==> src/rtl/maltsev_pkg.sv <==
// Shared definitions for Maltsev-algebra operator sequencers.
package maltsev_pkg;

    typedef logic [1:0] mu_state_t;

    localparam mu_state_t LAUNCH = 2'd0;
    localparam mu_state_t WAIT   = 2'd1;
    localparam mu_state_t DONE   = 2'd2;
    localparam mu_state_t FAIL   = 2'd3;

endpackage

==> src/rtl/rise_det.sv <==
// Registered rising-edge detector for level-style completion flags.
// While armed, the remembered level is forced high, so a level already high counts only after it drops and rises again.
module rise_det (
    input  logic clk,
    input  logic rst_n,
    input  logic arm,
    input  logic d,
    output logic rise
);

    logic old;

    always_ff @(posedge clk or negedge rst_n) begin
        if (!rst_n) begin
            old <= 1'b1;
        end else if (arm) begin
            old <= 1'b1;
        end else begin
            old <= d;
        end
    end

    assign rise = d & ~old;

endmodule

==> src/rtl/mu_seq.sv <==
// Minimisation (mu) sequencer: restarts a child operator for y = 0, 1, 2, ...
// and reports the first y whose child result is zero, or overflow after MAXIT.
module mu_seq
    import maltsev_pkg::*;
#(
    parameter int W     = 8,
    parameter int MAXIT = 255
) (
    input  logic         CLK,
    input  logic         RST,
    output logic         CRST,
    output logic [W-1:0] CARG,
    input  logic         CRES,
    input  logic [W-1:0] CVAL,
    output logic         RES,
    output logic [W-1:0] OUT,
    output logic         OVF
);

    // state  | meaning
    // LAUNCH | child held in reset for one cycle with the current CARG
    // WAIT   | child running; waiting for a fresh CRES rising edge
    // DONE   | zero found at CARG; terminal until RST low
    // FAIL   | MAXIT tried without a zero; terminal until RST low
    mu_state_t    state;
    mu_state_t    state_nxt;
    logic         detect;
    logic         arm;
    logic         advance;
    logic [W-1:0] carg_q;

    // Only WAIT listens to the child; everywhere else the detector stays armed.
    assign arm = (state != WAIT);

    rise_det u_rise (
        .clk   (CLK),
        .rst_n (RST),
        .arm   (arm),
        .d     (CRES),
        .rise  (detect)
    );

    always_ff @(posedge CLK or negedge RST) begin
        if (!RST) begin
            state <= LAUNCH;
        end else begin
            state <= state_nxt;
        end
    end

    always_comb begin
        state_nxt = state;
        advance   = 1'b0;
        case (state)
            LAUNCH: state_nxt = WAIT;
            WAIT: begin
                if (detect) begin
                    if (CVAL == '0) begin
                        state_nxt = DONE;
                    end else if (carg_q == W'(MAXIT)) begin
                        state_nxt = FAIL;
                    end else begin
                        state_nxt = LAUNCH;
                        advance   = 1'b1;
                    end
                end
            end
            default: state_nxt = state;
        endcase
    end

    // CARG moves on the edge that drops CRST, so it is stable across the reset pulse.
    always_ff @(posedge CLK or negedge RST) begin
        if (!RST) begin
            carg_q <= '0;
        end else if (advance) begin
            carg_q <= carg_q + W'(1);
        end
    end

    always_comb begin
        CRST = (state != LAUNCH);
        RES  = (state == DONE) || (state == FAIL);
        OVF  = (state == FAIL);
        OUT  = (state == DONE) ? carg_q : '0;
        CARG = carg_q;
    end

endmodule

==> config.mk <==
export PLATFORM = sky130hd
export DESIGN_NAME = mu_seq
export DESIGN_NICKNAME = d
export VERILOG_FILES = /design/src/rtl/maltsev_pkg.sv /design/src/rtl/rise_det.sv /design/src/rtl/mu_seq.sv
export SDC_FILE = /design/constraint.sdc
export NUM_CORES = 1
export LEC_CHECK = 0
export ABC_AREA = 1
export ABC_CLOCK_PERIOD_IN_PS = 1170
export BUFFER_PORTS_ARGS = -buffer_cell sky130_fd_sc_hd__buf_2
export CAP_MARGIN = 20
export CORE_ASPECT_RATIO = 1.25
export CORE_MARGIN = 2
export CORE_UTILIZATION = 25
export CTS_CLUSTER_SIZE = 25
export DETAILED_ROUTE_END_ITERATION = 8
export GPL_TIMING_DRIVEN = 0
export PLACE_DENSITY = 0.57
export RECOVER_POWER = 50
export SYNTH_ARGS = -nofsm -noshare
export SYNTH_HDL_FRONTEND = slang
export SYNTH_SLANG_ARGS = --single-unit
==> constraint.sdc <==
create_clock -name CLK -period 1.17 [get_ports CLK]
set_input_delay 0 -clock CLK [delete_from_list [all_inputs] [get_ports CLK]]
set_output_delay 0 -clock CLK [all_outputs]
set_load 0.01 [all_outputs]
# After elaboration in Yosys (flattened, before gate mapping)
# Index checks and enable logic that the tools add are counted.
totals:
  output_inout_bits: 19
  in_bits: 11
  reg_bits: 11
op_classes:
  bitwise_logic: 2
  n_mux: 10
  addsub: 1
  n_eq_ne: 6
  reduce_logical: 6
op_table:
  columns: ["cell", "count"]
  rows:
  - ["8-bit by 1-bit adder with 8-bit output, second input constant", 1]
  - ["8-bit == test, second input constant", 1]
  - ["8-bit logical NOT", 1]
  - ["8-bit two-way mux", 1]
  - ["2-bit two-way mux", 3]
  - ["1-bit two-way mux", 5]
  - ["2-bit == test, second input constant", 2]
  - ["2-bit case mux with 2 select lines", 1]
  - ["2-bit nonzero test", 2]
  - ["2-bit by 1-bit == test with 1-bit output, second input constant", 1]
  - ["2-bit logical NOT", 1]
  - ["2-bit by 1-bit != test with 1-bit output, second input constant", 1]
  - ["2-bit != test, second input constant", 1]
  - ["2-bit AND reduction", 1]
  - ["1-bit bitwise AND", 1]
  - ["1-bit logical OR", 1]
  - ["1-bit inverter", 1]

# Depth between registers and ports, before layout
depth:
  depth_word: 5
  mapped_depth: 7
  ltp_nobuf: 7

# Modules after synthesis
# Synthesis repeated with hierarchy kept, for this count alone.
unflattened:
  hier_cells: 114
  area_unflattened_um2: 753.2
by_module_without_submodules:
  columns: ["module", "cells_each", "area_per_inst_um2", "seq_area_each_um2", "instances"]
  rows:
  - ["mu_seq", 109, 709.4, 250.2, 1]
  - ["rise_det", 5, 43.8, 26.3, 1]

# Least setup slack after synthesis
# No wires, ideal clock.
synth_path:
  kind: "reg-to-reg"
  from: "register carg_q[0] (netlist: CARG[0])"
  to: "register carg_q[7] (netlist: CARG[7])"
  t_required_ns: 1.053
  setup_ns: 0.117
  slack_ns: -0.093
  stages_incl_launch_ff: 8
  arrival_ns: 1.146
  path_buffers: 0
  path_cell_list: "dfrtp_1 ha_1 nand3_2 clkinv_2 nand3_2 nand3_4 nand2_1 nand2_1"
synth_between:
  elab_chain_len: 5
  elab_cells_between_ends: 6
  cone_classes: "add/sub: 1; eq/ne: 1; mux: 4"
synth_rtl:
  columns: ["element", "line", "rtl"]
  rows:
  - ["start, declared", "mu_seq.sv:30", "logic [W-1:0] carg_q;"]
  - ["start signal, assigned", "mu_seq.sv:77", "carg_q <= carg_q + W'(1);"]
  - ["8-bit == test", "mu_seq.sv:60", "end else if (carg_q == W'(MAXIT)) begin"]
  - ["1-bit two-way mux", "mu_seq.sv:60", null]
  - ["1-bit two-way mux", "mu_seq.sv:58", "if (CVAL == '0) begin"]
  - ["1-bit two-way mux", "mu_seq.sv:57", "if (detect) begin"]
  - ["1-bit two-way mux", "mu_seq.sv:54", "case (state)"]
# Several ways; a longest one is shown, not always the timed one.
# A chain may end at the register's enable or synchronous reset.

# Final worst setup path
layout_path:
  from: "register carg_q[0] (netlist: CARG[0])"
  to: "register carg_q[3] (netlist: CARG[3])"
# The elaborated chain is that of the path after synthesis.

==> impl_metrics.xml <==
<?xml version="1.0" encoding="UTF-8"?>
<metrics>
  <group name="status">
    <metric name="run_status" unit="">finished, violations left</metric>
    <metric name="violations_in_the_final_reports" unit="">negative setup slack</metric>
  </group>
  <group name="layout">
    <metric name="fin_nets" unit="">171</metric>
    <metric name="syn_to_final_growth" unit="%">65.5</metric>
    <metric name="n_fill_cell" unit="">308</metric>
    <metric name="drive_above_1_share" unit="">0.570</metric>
    <metric name="finish.instance_area" unit="sq um">1250</metric>
    <metric name="diodes" unit="">0</metric>
    <metric name="final_cell_mix" unit="">29 x sky130_fd_sc_hd__nand2_1, 27 x sky130_fd_sc_hd__buf_2, 14 x sky130_fd_sc_hd__buf_4</metric>
    <metric name="mostFrequentLayoutCell" unit="">sky130_fd_sc_hd__nand2_1</metric>
  </group>
  <group name="floorplan">
    <metric name="die_area" unit="sq um">3480</metric>
    <metric name="die_h" unit="um">65.4</metric>
    <metric name="dieWidth" unit="um">53.1</metric>
    <metric name="pin_count" unit="">30</metric>
    <metric name="rows" unit="">22</metric>
    <metric name="core" unit="sq um">2920</metric>
    <metric name="initial_utilization" unit="">0.259</metric>
  </group>
  <group name="power_and_ir_drop">
    <metric name="cellLeakagePower" unit="nW">0.597</metric>
    <metric name="power.switching" unit="W">0.000155</metric>
    <metric name="worst_ir_drop_vdd" unit="mV">0.356</metric>
    <metric name="power_density" unit="nW/um^2">549</metric>
    <metric name="pwr-share-comb" unit="">0.051</metric>
    <metric name="clkPwrFrac" unit="">0.395</metric>
    <metric name="p_seq_frac" unit="">0.555</metric>
    <metric name="p_int" unit="W">0.000530</metric>
    <metric name="swShare" unit="">0.226</metric>
  </group>
  <group name="global_route">
    <metric name="grt_first_pass_wirelength" unit="um">3570</metric>
    <metric name="antenna_found_initial" unit="">0</metric>
    <metric name="first_global_vias" unit="">856</metric>
    <metric name="global_routing_usage_summed_across_all_routing_layers" unit="">0.137</metric>
    <metric name="gr-max-usage-layer" unit="">met2</metric>
    <metric name="pin_count_of_the_biggest_net_entering_global_routing" unit="">12</metric>
    <metric name="globalRouteMet1Util" unit="">0.170</metric>
    <metric name="globalRouteOverflowTotal" unit="">0</metric>
    <metric name="use_met3" unit="">0.0341</metric>
    <metric name="global_route.usage.met2" unit="">0.220</metric>
  </group>
  <group name="critical_path">
    <metric name="r2r_setup_slack" unit="ns">-0.06</metric>
    <metric name="critPathMaxFanout" unit="">8</metric>
    <metric name="critPathMaxStageDelay" unit="ns">0.44</metric>
    <metric name="critical_path_required" unit="ns">1.34</metric>
    <metric name="rr_worst_depth" unit="">7</metric>
    <metric name="worstPathCellList" unit="">ha_4 -&gt; nand3_4 -&gt; clkinv_2 -&gt; nand3_2 -&gt; nand3_4 -&gt; nand2_1 -&gt; nand2_1</metric>
    <metric name="criticalPathCategory" unit="">flop to flop</metric>
    <metric name="worstSetupEndpointType" unit="">flop</metric>
    <metric name="rr_endpoint" unit="">CARG[3]</metric>
    <metric name="critical_path.startpoint_type" unit="">flop</metric>
    <metric name="cpMaxStageDelayCell" unit="">sky130_fd_sc_hd__dfrtp_2</metric>
    <metric name="critical_path.reg2reg.startpoint" unit="">CARG[0]</metric>
    <metric name="cp_data_arrival_time" unit="ns">1.39</metric>
  </group>
  <group name="route">
    <metric name="via_per_inst" unit="">4.31</metric>
    <metric name="detailedRoute.firstIterationViolations" unit="">10</metric>
    <metric name="route.detailed.wl_per_inst" unit="um">10.8</metric>
    <metric name="residual_drc_count" unit="">0</metric>
    <metric name="drtPass1Iterations" unit="">4</metric>
    <metric name="num_vias" unit="">836</metric>
    <metric name="postRouteWirelength" unit="um">2100</metric>
    <metric name="route.antenna.remaining_nets" unit="">0</metric>
  </group>
  <group name="placed_design">
    <metric name="pre_cts_slack" unit="ns">-0.0609</metric>
    <metric name="buffer_ports.inserted" unit="">29</metric>
    <metric name="place.gp.congestion" unit="">0.753</metric>
    <metric name="hpwlAfterDp" unit="um">1390</metric>
    <metric name="dpl-instance-area" unit="sq um">967</metric>
  </group>
  <group name="clock_tree">
    <metric name="ctsHtreeMaxLevel" unit="">1</metric>
    <metric name="tritoncts_num_sinks" unit="">11</metric>
    <metric name="clock_transition_at_the_register_clock_pins_on_the_worst_setup_and_hold_paths_after_cts" unit="ns">0.08</metric>
    <metric name="cts_tree" unit="">yes</metric>
    <metric name="clkLatencyLatePin" unit="ns">0.27</metric>
    <metric name="cts.root.buffer_cell" unit="">sky130_fd_sc_hd__clkbuf_4</metric>
    <metric name="clockBufferDepth" unit="">2</metric>
    <metric name="tritoncts.num_buffers" unit="">3</metric>
  </group>
  <group name="sta">
    <metric name="hold_violations_final" unit="">0</metric>
    <metric name="rsz0062_at_grt" unit="">yes</metric>
    <metric name="relSlewSlack" unit="">0.563</metric>
    <metric name="setup_violations" unit="">11</metric>
    <metric name="post-route-worst-setup-slack" unit="ns">-0.0556</metric>
    <metric name="fin_crit" unit="ns">1.23</metric>
    <metric name="post-route-period-util" unit="">1.05</metric>
    <metric name="final-max-slew-violation-count" unit="">0</metric>
    <metric name="timing.clock.skew" unit="ns">0.00265</metric>
    <metric name="highest_clock_rate" unit="GHz">0.816</metric>
    <metric name="tightest_slew" unit="ns">0.656</metric>
  </group>
  <group name="logic_synthesis">
    <metric name="synth_edf_count" unit="">0</metric>
    <metric name="netlist_cell_types" unit="">22</metric>
    <metric name="yosysSeqAreaShare" unit="">0.367</metric>
    <metric name="synth-async-reset-ratio" unit="">1.00</metric>
    <metric name="yosys_register_bits" unit="">11</metric>
    <metric name="synth.largest_area_cell" unit="">sky130_fd_sc_hd__dfrtp_1</metric>
    <metric name="yosysWarnings" unit="">0</metric>
    <metric name="yosys_most_used_dff" unit="">sky130_fd_sc_hd__dfrtp_1</metric>
    <metric name="post-synth-top-area-fraction" unit="">0.332</metric>
    <metric name="syn_nets" unit="">118</metric>
    <metric name="post_synth_inst_count" unit="">106</metric>
    <metric name="synth_top_cells_by_area" unit="">sky130_fd_sc_hd__dfrtp_1 33%, sky130_fd_sc_hd__nand2_1 16%, sky130_fd_sc_hd__nor2_1 8.0%</metric>
    <metric name="post_synth.cell_area_avg" unit="sq um">7.12</metric>
    <metric name="synthesis.area" unit="sq um">754</metric>
  </group>
  <group name="job">
    <metric name="drv_cap" unit="">0</metric>
  </group>
  <group name="worst_hold_path">
    <metric name="hold-path-endpoint" unit="">state[1]</metric>
    <metric name="min_from" unit="">CVAL[0]</metric>
    <metric name="hold_class" unit="">primary input to flop</metric>
    <metric name="holdPathStages" unit="">6</metric>
  </group>
</metrics>
cell usage after synthesis, types with 2 or more instances:
cell                      number
sky130_fd_sc_hd__nand2_1      32
sky130_fd_sc_hd__nor2_1       16
sky130_fd_sc_hd__inv_1        11
sky130_fd_sc_hd__dfrtp_1      10
sky130_fd_sc_hd__nand3_1       9
sky130_fd_sc_hd__inv_2         4
sky130_fd_sc_hd__nand3_2       4
sky130_fd_sc_hd__nor2_4        3
sky130_fd_sc_hd__xor2_1        3
sky130_fd_sc_hd__o21ai_1       2
registers in the layout, summed over array words and instances (netlist names):
register and flops:
u_rise.old 1, CARG 8, state 2
power groups by stage:
stage | clock (W) | combinational [W] | sequential, W
6_report | 0.000270 | 0.0000349 | 0.000380
5_1_grt | 0.000281 | 0.0000403 | 0.000380
4_1_cts | 0.000274 | 0.0000363 | 0.000380
3_5_place_dp | 0 | 0.0000307 | 0.000387
3_3_place_gp | 0 | 0.0000292 | 0.000387
2_1_floorplan | 0 | 0.00000528 | 0.000387
repair_timing:
action | CTS | global route
gates resized for setup | 17 | 10
pin swaps | 3 | 5
hold buffers | 2 | 0
setup buffers | 16 | 1
endpoints found under the setup margin | 16 | 18
hold endpoints to repair | 12 | 0
stage by stage:
stage	util	setup TNS, ns	power (W)	cells	hold WS (ns)
floorplan	-	0	0.000393	106	-0.296
global placement	0.331	-0.278	0.000417	171	-0.110
detailed placement	0.331	-0.427	0.000418	171	-0.106
CTS	0.414	-0.214	0.000690	193	0.134
global route	0.428	-1.26	0.000701	194	0.225
finish	0.428	-0.392	0.000685	194	0.175
critical path, delay by kind of cell (launching register included):
kind,cells,cell delay (ns)
AND/OR/NAND/NOR,5,0.45
flip-flops,1,0.44
adder cells (fa/ha/maj),1,0.18
buffers and inverters,1,0.06
kinds of logic after synthesis:
| logic type | after synthesis | synth area share |
|---|---|---|
| AND/OR/NAND/NOR | 69 | 0.454 |
| flip-flops | 11 | 0.367 |
| XOR/XNOR | 3 | 0.0348 |
| adder cells (fa/ha/maj) | 1 | 0.0166 |
| AO/OA/AOI/OAI | 4 | 0.0315 |
| buffers and inverters | 18 | 0.0962 |
metal layers:
layer / up-vias / part of all wire
li1: 428 / -
met1: 386 / 0.45
met2: 20 / 0.48
met3: 2 / 0.056
met4: 0 / 0.0076
met5: - / 0
worst max-delay path by stage:
stage / startpoint / to / slack (ns)
2_1_floorplan: CARG[1] / CARG[2] / 0.01
5_1_grt: CARG[0] / CARG[2] / -0.11
4_1_cts: CARG[0] / CARG[5] / -0.03
3_3_place_gp: CARG[1] / CARG[0] / -0.04
3_5_place_dp: CARG[1] / CARG[5] / -0.06
6_report: CARG[0] / CARG[3] / -0.06
cell type report:
class | count | area, sq um | area share
well taps | 36 | 45.0 | 0.0361
multi-input cells | 77 | 498 | 0.399
repair buffers | 48 | 318 | 0.255
inverters | 16 | 63.8 | 0.0511
flip-flops and latches | 11 | 283 | 0.226
clock buffers | 4 | 26.3 | 0.0210
plain buffers | 2 | 15.0 | 0.0120
Note: power is estimated with default switching activity, not from simulation.
